<file path="src/rtl/button_event_queue_if.sv">
// Valid/ready event channel from the button event queue to the game controller.
interface button_event_queue_if;
  logic       ev_valid;
  logic       ev_ready;
  logic [1:0] ev_code;
  logic       ev_long;

  modport master (output ev_valid, output ev_code, output ev_long, input ev_ready);
  modport slave  (input ev_valid, input ev_code, input ev_long, output ev_ready);
endinterface

</file>
<file path="src/rtl/button_event_queue.sv">
// Turns single-button press/release cycles into colour events (code + long flag),
// rejects chords and queues events in a small FIFO behind a valid/ready handshake.
module button_event_queue #(
  parameter int unsigned LONG_CYCLES = 50_000_000,
  parameter int unsigned CNT_W       = 26,
  parameter int unsigned DEPTH       = 4
) (
  input  logic                 clk,
  input  logic                 rst,
  input  logic [3:0]           btn,
  button_event_queue_if.master ev,
  output logic                 busy,
  output logic                 reject,
  output logic                 overflow
);

  localparam int unsigned      AW       = $clog2(DEPTH);
  localparam logic [CNT_W-1:0] LONG_MAX = CNT_W'(LONG_CYCLES);

  typedef enum logic [1:0] {IDLE, PRESSED, RELEASE_WAIT} state_t;

  state_t           state;
  state_t           next_state;
  logic [3:0]       btn_q;
  logic             btn_q_valid;
  logic [1:0]       code;
  logic [1:0]       btn_code;
  logic [CNT_W-1:0] hold_cnt;
  logic [2:0]       mem [DEPTH];
  logic [2:0]       head;
  logic [AW:0]      wr_ptr;
  logic [AW:0]      rd_ptr;
  logic             onehot;
  logic             is_clear;
  logic             is_held;
  logic             empty;
  logic             full;
  logic             pop;
  logic             push;
  logic             push_req;
  logic             start_press;
  logic             reject_set;
  logic             overflow_set;

  assign onehot   = (btn_q != 4'b0000) && ((btn_q & (btn_q - 4'd1)) == 4'b0000);
  assign is_clear = (btn_q == 4'b0000);
  assign is_held  = (btn_q == (4'b0001 << code));
  assign btn_code = {btn_q[3] | btn_q[2], btn_q[3] | btn_q[1]};

  always_ff @(posedge clk or negedge rst) begin
    if (!rst) state <= RELEASE_WAIT;
    else      state <= next_state;
  end

  // btn_q reads as zero right after reset; btn_q_valid keeps a button held
  // through reset from being mistaken for a release.
  always_comb begin
    next_state = state;
    case (state)
      IDLE: begin
        if (onehot)         next_state = PRESSED;
        else if (!is_clear) next_state = RELEASE_WAIT;
      end
      PRESSED: begin
        if (is_clear)       next_state = IDLE;
        else if (!is_held)  next_state = RELEASE_WAIT;
      end
      RELEASE_WAIT: begin
        if (is_clear && btn_q_valid) next_state = IDLE;
      end
      default: next_state = RELEASE_WAIT;
    endcase
  end

  always_comb begin
    busy        = (state == PRESSED);
    start_press = (state == IDLE) && onehot;
    push_req    = (state == PRESSED) && is_clear;
    reject_set  = ((state == IDLE) && !is_clear && !onehot) ||
                  ((state == PRESSED) && !is_clear && !is_held);
  end

  assign empty        = (wr_ptr == rd_ptr);
  assign full         = (wr_ptr[AW] != rd_ptr[AW]) && (wr_ptr[AW-1:0] == rd_ptr[AW-1:0]);
  assign pop          = !empty && ev.ev_ready;
  assign push         = push_req && (!full || pop);
  assign overflow_set = push_req && full && !pop;

  always_ff @(posedge clk or negedge rst) begin
    if (!rst) begin
      btn_q       <= 4'b0000;
      btn_q_valid <= 1'b0;
      code        <= 2'd0;
      hold_cnt    <= '0;
      reject      <= 1'b0;
      overflow    <= 1'b0;
      wr_ptr      <= '0;
      rd_ptr      <= '0;
    end else begin
      btn_q       <= btn;
      btn_q_valid <= 1'b1;
      reject      <= reject_set;
      overflow    <= overflow_set;
      if (start_press) begin
        code     <= btn_code;
        hold_cnt <= '0;
      end else if ((state == PRESSED) && is_held && (hold_cnt < LONG_MAX)) begin
        hold_cnt <= hold_cnt + 1'b1;
      end
      if (push) wr_ptr <= wr_ptr + 1'b1;
      if (pop)  rd_ptr <= rd_ptr + 1'b1;
    end
  end

  // A push into a full FIFO with a concurrent pop reuses the slot being vacated.
  always_ff @(posedge clk) begin
    if (push) mem[wr_ptr[AW-1:0]] <= {code, (hold_cnt >= LONG_MAX)};
  end

  assign head        = mem[rd_ptr[AW-1:0]];
  assign ev.ev_valid = !empty;
  assign ev.ev_code  = empty ? 2'd0 : head[2:1];
  assign ev.ev_long  = !empty && head[0];

endmodule

</file>
<file path="src/flat_wrapper.sv">
// flat-port wrapper written by rule: the top's interface ports become plain ports
module button_event_queue_flat 
#(
  parameter int unsigned LONG_CYCLES = 50_000_000,
  parameter int unsigned CNT_W       = 26,
  parameter int unsigned DEPTH       = 4
)
  (clk, rst, btn, busy, reject, overflow, ev_ev_valid, ev_ev_code, ev_ev_long, ev_ev_ready);
  button_event_queue_if ev_i ();
  input  logic clk;
  input  logic rst;
  input  logic [3:0] btn;
  output logic busy;
  output logic reject;
  output logic overflow;
  output wire logic [$bits(ev_i.ev_valid)-1:0] ev_ev_valid;
  output wire logic [$bits(ev_i.ev_code)-1:0] ev_ev_code;
  output wire logic [$bits(ev_i.ev_long)-1:0] ev_ev_long;
  input wire logic [$bits(ev_i.ev_ready)-1:0] ev_ev_ready;
  assign ev_ev_valid = ev_i.ev_valid;
  assign ev_ev_code = ev_i.ev_code;
  assign ev_ev_long = ev_i.ev_long;
  assign ev_i.ev_ready = ev_ev_ready;
  button_event_queue #(.LONG_CYCLES(LONG_CYCLES), .CNT_W(CNT_W), .DEPTH(DEPTH)) u_core (.clk(clk), .rst(rst), .btn(btn), .ev(ev_i), .busy(busy), .reject(reject), .overflow(overflow));
endmodule
</file>
<file path="config.mk">
export PLATFORM = sky130hd
export DESIGN_NAME = button_event_queue_flat
export DESIGN_NICKNAME = d
export VERILOG_FILES = /design/src/rtl/button_event_queue_if.sv /design/src/rtl/button_event_queue.sv /design/src/flat_wrapper.sv
export SDC_FILE = /design/constraint.sdc
export NUM_CORES = 1
export LEC_CHECK = 0
export BUFFER_PORTS_ARGS = -buffer_cell sky130_fd_sc_hd__buf_2
export CAP_MARGIN = 10
export CORE_ASPECT_RATIO = 1.2
export CORE_MARGIN = 2
export CORE_UTILIZATION = 50
export DETAILED_ROUTE_END_ITERATION = 10
export PLACE_DENSITY = 0.67
export SLEW_MARGIN = 20
export SYNTH_ARGS = -nofsm -noshare
export SYNTH_HDL_FRONTEND = slang
export SYNTH_SLANG_ARGS = --single-unit
</file>
<file path="constraint.sdc">
create_clock -name clk -period 2.8 [get_ports clk]
set_clock_uncertainty 0.15 [all_clocks]
set_input_delay 0.56 -clock clk [delete_from_list [all_inputs] [get_ports clk]]
set_output_delay 0.56 -clock clk [all_outputs]
set_load 0.005 [all_outputs]
</file>
# Word-level counts from Yosys, hierarchy flattened
# Memory sizes are Yosys's and may differ from the RTL's.
# Index checks and enable logic that the tools add are counted.
[totals]
ff_bits = 43
ram_bits = 12
input_bits = 7
out_inout_bits = 7
wordCells = 70
memories = 1
[memory_table]
columns = ["memory", "words", "width", "rd", "rd_ports_with_merged_regs", "write_ports", "line", "rtl"]
rows = [
  ["u_core.mem", 4, 3, 1, 0, 1, "button_event_queue.sv:29", "logic [2:0] mem [DEPTH];"],
]
[classes]
addsub = 4
magnitude_cmp = 2
n_eq_ne = 9
shift = 1
n_mux = 11
bitwise = 3
n_reduce_logical = 30
[ops]
columns = ["operator", "count"]
rows = [
  ["two-way mux 26 bit", 2],
  ["adder 26 x 1 -> 26 bit, second input constant", 1],
  ["greater-or-equal comparator 26 bit, second input constant", 1],
  ["< comparator 26 bit, second input constant", 1],
  ["logical AND 1 bit", 16],
  ["two-way mux 2 bit", 6],
  ["logical NOT 4 bit", 2],
  ["adder 3 x 1 -> 3 bit, second input constant", 2],
  ["logical NOT 1 bit", 6],
  ["!= test 3 x 2 -> 1 bit, second input constant", 2],
  ["case mux 2 bit (3 select lines)", 1],
  ["bitwise AND 4 bit", 1],
  ["equality test 4 bit", 1],
  ["nonzero test 4 bit", 1],
  ["<< shifter 1 x 2 -> 4 bit, first input constant", 1],
  ["subtractor 4 x 1 -> 4 bit, second input constant", 1],
  ["equality test 3 bit", 1],
  ["AND reduction 3 bit", 1],
  ["equality test 2 x 1 -> 1 bit, second input constant", 1],
  ["equality test 2 bit", 1],
  ["equality test 2 bit, second input constant", 1],
  ["logical NOT 2 bit", 1],
  ["logical OR 1 bit", 2],
  ["two-way mux 1 bit", 2],
  ["4 further kinds", 5],
]

# Depth between registers and ports, before layout
# Gate-level depths: netlist of the first run.
[depth]
word_depth = 7
depth_mapped = 8
depth_no_buf = 6

# Worst setup path after synthesis of the first run
# Ideal clock, no wire load.
[synth_path]
path_kind = "register to output"
startpoint = "register u_core.rd_ptr[0]"
endpoint = "output port ev_ev_code[0]"
t_arrival_ns = 1.293
required_ns = 2.090
path_slack_ns = 0.797
stages_incl_launch_ff = 4
n_path_buf = 1
path_cell_list = "dfrtp_1 -> clkbuf_1 -> mux4_2 -> and2_1"
[synth_via]
elab_chain_len = 2
word_cells_on_any_way = 3
[synth_rtl]
columns = ["item", "line", "rtl"]
rows = [
  ["start: declaration", "button_event_queue.sv:32", "logic [AW:0] rd_ptr;"],
  ["start signal: assignment", "button_event_queue.sv:111", "if (pop) rd_ptr <= rd_ptr + 1'b1;"],
  ["memory (4 x 3 bit) or equality test 3 bit (tied branches)", "n/a", ""],
  ["two-way mux 2 bit (*)", "button_event_queue.sv:122", "assign ev.ev_code = empty ? 2'd0 : head[2:1];"],
  ["end: declaration", "flat_wrapper.sv:17", "output wire logic [$bits(ev_i.ev_code)-1:0] ev_ev_code;"],
]
# Mark *: on every way between the ends. The rest lies on a longest branch, timed or not.

# Worst setup path in the final report of the first run
# Same ends and word-level chain as after synthesis.

==> results by group, run 1 <==
Power and ir drop
  • Sequential power share: 59.3%
  • P per Cell Area: 505 mW/mm^2
  • Net Switching: 424 uW
  • Maximum VDD drop: 218 uV
  • Sw Ratio: 26.5%
  • Comb pwr share: 14.6%
  • Clock share of power: 26.1%
  • Pint: 1.17 mW
  • Leakage: 1.29 nW

GRT
  • M2 GR Usage: 33.0%
  • Pin count of the biggest net entering global routing: 37
  • First-pass GRT wire length: 9.74 mm
  • Met3 GRT Util: 2.62%
  • Routing usage on met1: 24.6%
  • GRT overflow: 0
  • GRT Total Usage: 19.2%
  • Initial antenna violation count: 0
  • Gr busiest metal: met2
  • Vias in the first global route: 2120

Timing
  • RSZ-0062 raised after global routing: no
  • Final Setup Violations: 0
  • Final hold vios: 0
  • Setup TNS: 0 ns
  • Slew Limit Fails: 0
  • Max Clk Rate: 0.421 GHz
  • Worst Tran Pin Value: 0.623 ns
  • Final Cycle Share: 84.8%
  • Rel. slew slack: 58.2%
  • Min Tclk post-route: 2.37 ns

Synth
  • Most used flip-flop cell after synthesis: dfrtp_1
  • Simple-gate area share of the yosys netlist: 24.2%
  • Mux contribution to synthesized area: 7.44%
  • EDFF count, synth: 12
  • FFs w/ async S/R, synth: 78.2%
  • Largest family of logic cells by synthesized area: simple AND/OR/NAND/NOR gates
  • Synthesized flop and latch total: 55
  • Cells after Synth: 280
  • Syn nets: 294
  • Adder-Cell Fraction of Synth Area: 2.96%
  • Synth warnings: 0
  • Synth Area in Compound Gates: 10.1%
  • Register area share after synthesis: 48.6%
  • Mapped Area: 0.00296 sq mm
  • Syn avg cell area: 10.6 sq um
  • Synth unique cells: 54
  • XOR/XNOR Fraction of Synth Area: 2.37%

Clocking
  • Clock Tree Buf Depth: 2
  • CTS buffer count: 5
  • CTS tree: built
  • Hold_buf cts: 0
  • Post-CTS Setup Bufs: 0
  • CTS sink cnt: 55
  • Post-CTS Resized: 0
  • Root buffer cell: clkbuf_8
  • Clk slew on worst S/H paths: 0.10 ns
  • Worst skew pair latency: 0.30 ns
  • H-tree depth: 2

Cells and area
  • Ant diodes: 0
  • Nets: 308
  • Fraction of final layout cells sized beyond drive strength 1: 14.9%
  • Area Growth Syn to Fin: 6.98%
  • FF+latch area: 0.00144 sq mm
  • Post-route cell area: 0.00317 sq mm
  • Multi-input combinational cell area: 0.00140 sq mm
  • Most common cell after layout, fill and taps aside: dfrtp_1
  • Most frequent cells in the layout: dfrtp_1, nand2_1, nand3_1
  • Layout fillers: 540

Placement
  • Routability cong.: 0.838
  • Placed Area: 0.00308 sq mm
  • Post-DP HPWL: 3.98 mm
  • Number of buffers added on ports: 13

Min path
  • Hold WC Path Type: primary input to async pin

Detailed routing
  • DRT Pass-1 Iters: 4
  • WL final: 5.58 mm
  • First DRT Iteration DRCs: 120
  • Via count: 2171
  • DR WL/cell: 14.9 um
  • Post-DRT Antenna Nets: 0
  • DRC: 0
  • Drt via density: 5.79

Worst setup path
  • CP Class: flip-flop to primary output
  • Crit path required time: 2.09 ns
  • Type of origin of the critical path: flip-flop
  • Element type at the critical path end: primary output
  • Arrival time worst endpoint: 1.66 ns
  • Max FO, Critical Path: 6

Outcome
  • Outcome: complete, no violations

Floorplanning
  • Row cnt: 30
  • Die Height: 88.3 um
  • Starting Density: 51.9%
  • Core area: 0.00571 sq mm
  • IO Pins: 14
  • Die ar.: 0.00655 sq mm
  • Width of the die: 74.2 um

Run
  • MaxCap Viol Count: 0
==> power groups by stage <==
stage | combinational (mW) | sequential [mW] | clock, mW
2_1_floorplan | 0.187 | 0.930 | 0
3_3_place_gp | 0.232 | 0.966 | 0
3_5_place_dp | 0.239 | 0.966 | 0
4_1_cts | 0.240 | 0.950 | 0.430
5_1_grt | 0.274 | 0.957 | 0.461
6_report | 0.234 | 0.948 | 0.417
==> state kept, by name (all words and copies together) (netlist names) <==
signal,count
u_core.btn_q,4
u_core.mem,12
u_core.state,2
u_core.hold_cnt,26
u_core.rd_ptr,3
u_core.overflow,1
u_core.btn_q_valid,1
u_core.reject,1
u_core.code,2
u_core.wr_ptr,3
==> critical path: stages, from the launching register on <==
cell,delay [ns]
dfrtp_1,0.54
mux4_2,0.55
and2_1,0.16
buf_2,0.12
==> worst paths after layout <==
| kind | from | cells past startpoint | endpoint | slack [ns] |
|---|---|---|---|---|
| max | u_core.rd_ptr[0] | 3 | ev_ev_code[0] | 0.43 |
| min | rst | 1 | u_core.btn_q[0] | 0.09 |
| max reg2reg | u_core.hold_cnt[0] | 6 | u_core.hold_cnt[24] | 0.55 |
| min reg2reg | u_core.wr_ptr[2] | 1 | u_core.wr_ptr[2] | 0.34 |
| max in group asynchronous | rst | 2 | u_core.hold_cnt[23] | 1.83 |
| min in group clk | btn[0] | 1 | u_core.btn_q[0] | 0.20 |
==> stage by stage <==
stage	instances	worst slack (ns)	hold WS (ns)	total power, mW	utilization, %
floorplan	280	0.797	0.114	1.12	-
global placement	367	0.658	0.326	1.20	54.0
detailed placement	367	0.603	0.336	1.21	54.0
CTS	375	0.399	0.110	1.62	55.5
global route	375	0.332	0.136	1.69	55.5
finish	375	0.426	0.0933	1.60	55.5
==> kinds of logic after synthesis <==
kind of cell	count (synthesis)
AO/OA/AOI/OAI	43
adder cells (fa/ha/maj)	7
other	1
XOR/XNOR	8
multiplexers	18
flip-flops	55
buffers and inverters	20
AND/OR/NAND/NOR	128
==> cell type report <==
class | count | share of cell area (%)
flip-flops and latches | 55 | 45.4
multi-input cells | 205 | 44.2
repair buffers | 19 | 3.48
well taps | 80 | 3.16
clock buffers | 5 | 2.17
inverters | 8 | 1.11
clock inverters | 3 | 0.474
==> cell usage after synthesis (2+ instances only) <==
| library cell | n | area share, % |
|---|---|---|
| a21oi_1 | 14 | 2.4 |
| and2_1 | 8 | 1.7 |
| and2_2 | 2 | 0.51 |
| and3b_1 | 2 | 0.59 |
| buf_2 | 5 | 0.85 |
| buf_4 | 2 | 0.51 |
| clkbuf_1 | 2 | 0.25 |
| dfrtp_1 | 42 | 36 |
| edfxtp_1 | 12 | 12 |
| ha_1 | 7 | 3.0 |
| inv_1 | 6 | 0.76 |
| mux2_2 | 2 | 0.76 |
| mux2i_1 | 13 | 4.4 |
| mux4_2 | 3 | 2.3 |
| nand2_1 | 31 | 3.9 |
| nand2b_1 | 8 | 1.7 |
| nand3_1 | 16 | 2.7 |
| nand4_1 | 8 | 1.7 |
| nor2_1 | 10 | 1.3 |
| nor3_1 | 11 | 1.9 |
| nor3b_1 | 2 | 0.51 |
| nor4_1 | 8 | 1.7 |
| o211ai_1 | 2 | 0.51 |
| o21a_1 | 2 | 0.51 |
| o21ai_0 | 5 | 0.85 |
| o31ai_1 | 13 | 3.3 |
| or4_1 | 11 | 2.8 |
| xnor2_1 | 4 | 1.2 |
| xor2_1 | 4 | 1.2 |
==> per-layer routing <==
metal / up-vias / wire length (um)
met5: - / 0
met4: 0 / 75
met3: 8 / 142
met2: 35 / 2750
met1: 1062 / 2610
li1: 1066 / -
No activity file was read; power rests on OpenSTA's default activity.
==> run 2, diff against run 1 <==
==> constraint.sdc (replaced) <==
create_clock -name clk -period 2.4 [get_ports clk]
set_clock_uncertainty 0.15 [all_clocks]
set_input_delay 0.48 -clock clk [delete_from_list [all_inputs] [get_ports clk]]
set_output_delay 0.48 -clock clk [all_outputs]
set_load 0.005 [all_outputs]
==> run 2 against run 1 <==
- sequential power up 17%
- cell area up 2.0%
- non-clock buffer count up 3
- critical endpoint is now u_core.hold_cnt[19]
- hold slack better by 0.024 ns
- register-to-register slack worse by 0.41 ns
- utilization up 1.1 points
- cell count up 0.80%
==> results by group, run 2 (synthesis gave the netlist of run 1 again) <==
Timing
  • Final WS setup: 0.136 ns (was 0.426 ns)
  • Rel. slew slack: 64.4% (was 58.2%)
  • Max Clk Rate: 0.442 GHz
  • Worst Tran Pin Value: 0.530 ns (was 0.623 ns)
  • Final hold vios: 0 (unchanged)
  • Slew Limit Fails: 0 (unchanged)
  • Min Tclk post-route: 2.26 ns
  • Final Setup Violations: 0 (unchanged)
  • Hold_ws: 0.117 ns (was 0.0933 ns)
  • Final Cycle Share: 94.3%

Detailed routing
  • DRC: 0 (unchanged)
  • DRT Pass-1 Iters: 4 (unchanged)
  • First DRT Iteration DRCs: 152 (was 120)
  • Via count: 2168 (was 2171)
  • DR WL/cell: 15.2 um (was 14.9 um)
  • WL final: 5.73 mm (was 5.58 mm)
  • Drt via density: 5.74 (was 5.79)
  • Post-DRT Antenna Nets: 0 (unchanged)

GRT
  • GRT overflow: 0 (unchanged)
  • Vias in the first global route: 2131 (was 2120)
  • First-pass GRT wire length: 9.88 mm (was 9.74 mm)
  • Initial antenna violation count: 0 (unchanged)
  • Pin count of the biggest net entering global routing: 37 (unchanged)
  • GRT Total Usage: 19.6% (was 19.2%)

Clocking
  • Clock Tree Buf Depth: 2 (unchanged)
  • CTS sink cnt: 55 (unchanged)
  • Worst skew pair latency: 0.31 ns (was 0.30 ns)
  • CTS buffer count: 5 (unchanged)
  • Post-CTS Setup Bufs: 0 (unchanged)
  • H-tree depth: 2 (unchanged)
  • Clk slew on worst S/H paths: 0.10 ns (about the same)
  • CTS tree: built (unchanged)
  • Root buffer cell: clkbuf_8 (unchanged)

Min path
  • Worst hold path endpoint: u_core.btn_q[0]
  • Hold WC Path Type: primary input to flip-flop (was primary input to async pin)
  • Hold Path Origin: btn[0]
  • Hold path cells: 1

Worst setup path
  • RR Startpoint: u_core.code[0] (was u_core.hold_cnt[0])
  • Type of origin of the critical path: flip-flop (unchanged)
  • R2r endpoint: u_core.hold_cnt[19] (was u_core.hold_cnt[24])
  • Element type at the critical path end: flip-flop (was primary output)
  • Max FO, Critical Path: 27 (was 6)
  • CP Class: flip-flop to flip-flop (was flip-flop to primary output)
  • Crit-path cells: nor3b_1 > o211ai_1 > a21o_4 > or4_1 > a21oi_1 (was mux4_2 > and2_1 > buf_2)
  • Worst path slowest cell: or4_1 (was mux4_2)
  • Arrival time worst endpoint: 2.34 ns (was 1.66 ns)
  • R2r worst-path depth: 5 (was 6)
  • Crit path required time: 2.48 ns (was 2.09 ns)
  • R2R Setup Slk: 0.14 ns (was 0.55 ns)
  • Slowest cell delay on critical path: 0.49 ns (was 0.55 ns)

Cells and area
  • Fraction of final layout cells sized beyond drive strength 1: 16.1% (was 14.9%)
  • Most common cell after layout, fill and taps aside: dfrtp_1 (unchanged)
  • Final std cells w/o fill: 378 (was 375)
  • Layout fillers: 509 (was 540)
  • Area Growth Syn to Fin: 9.13% (was 6.98%)
  • Most frequent cells in the layout: dfrtp_1, nand2_1, nand3_1 (unchanged)
  • Ant diodes: 0 (unchanged)
  • Nets: 311 (was 308)
  • Max reg flops: 26 (unchanged)
  • Biggest register: u_core.hold_cnt (unchanged)

Placement
  • Post-DP HPWL: 4.05 mm (was 3.98 mm)
  • Routability cong.: 0.783 (was 0.838)
  • Number of buffers added on ports: 13 (unchanged)
  • Post-Place Cells: 369 (was 367)
  • DP Worst Slack: 0.0961 ns (was 0.603 ns)

Floorplanning
  • Die Height: 88.3 um (unchanged)
  • Die ar.: 0.00655 sq mm (unchanged)
  • Row cnt: 30 (unchanged)
  • Core area: 0.00571 sq mm (unchanged)
  • Starting Density: 51.9% (unchanged)
  • IO Pins: 14 (unchanged)
  • Width of the die: 74.2 um (unchanged)

Power and ir drop
  • Leakage: 1.32 nW (was 1.29 nW)
  • Maximum VDD drop: 299 uV (was 218 uV)
  • P per Cell Area: 587 mW/mm^2 (was 505 mW/mm^2)
  • Total power: 1.90 mW (was 1.60 mW)

Run
  • MaxCap Viol Count: 0 (unchanged)

Outcome
  • Outcome: complete, no violations (unchanged)
[run 2: timing repair]
item                                   4_1_cts  5_1_grt
hold buffers                                 1        0
endpoints found under the hold margin       15        0
gates resized for setup                      0        3
setup endpoints to repair                    0       16
[run 2: per-stage QoR]
step                      cell area, sq um  util (%)  setup TNS (ns)
after CTS                             3220      56.4               0
after detailed placement              3120      54.7               0
after floorplan                       2960         -               0
final                                 3230      56.6               0
after global routing                  3230      56.6        -0.00422
after global placement                3120      54.7               0
[run 2: how the worst max path moves through the flow]
| stage | from | slack, ns | endpoint |
|---|---|---|---|
| 2_1_floorplan | u_core.btn_q[3] | 0.40 | u_core.hold_cnt[20] |
| 3_3_place_gp | u_core.code[0] | 0.16 | u_core.hold_cnt[19] |
| 3_5_place_dp | u_core.code[0] | 0.1 | u_core.hold_cnt[19] |
| 4_1_cts | u_core.rd_ptr[0] | 0.04 | ev_ev_code[0] |
| 5_1_grt | u_core.code[0] | -0.003 | u_core.hold_cnt[12] |
| 6_report | u_core.code[0] | 0.14 | u_core.hold_cnt[19] |
[run 2: worst max-delay path: cells and delay by family, from the launching register on]
| kind | cells | cell delay (ns) |
|---|---|---|
| flops | 1 | 0.48 |
| compound gates | 3 | 0.78 |
| simple gates | 2 | 0.77 |
[run 2: cell type report]
cell class / count / area [sq um] / share of cell area, %
Timing Repair Buffer: 22 / 160 / 4.96
Inverter: 8 / 35.0 / 1.08
Clock inverter: 2 / 12.5 / 0.387
Multi-Input combinational cell: 205 / 1410 / 43.7
Tap cell: 80 / 100 / 3.10
Clock buffer: 6 / 72.6 / 2.25
Sequential cell: 55 / 1440 / 44.6
[run 2: report_power, final]
| group | total, mW | internal [mW] | leakage [nW] | switching (mW) |
|---|---|---|---|---|
| clock network | 0.504 | 0.205 | 0.0428 | 0.299 |
| registers | 1.11 | 1.02 | 0.670 | 0.0929 |
| logic | 0.281 | 0.158 | 0.605 | 0.122 |
| total | 1.90 | 1.38 | 1.32 | 0.514 |
[run 2: metal layers]
| metal | up-vias | wire length [um] | GRT usage, % |
|---|---|---|---|
| met3 | 7 | 168 | 2.39 |
| met2 | 23 | 2950 | 35.0 |
| met5 | - | 0 | 0 |
| met4 | 0 | 60 | 6.01 |
| met1 | 1059 | 2550 | 24.8 |
| li1 | 1079 | - | - |
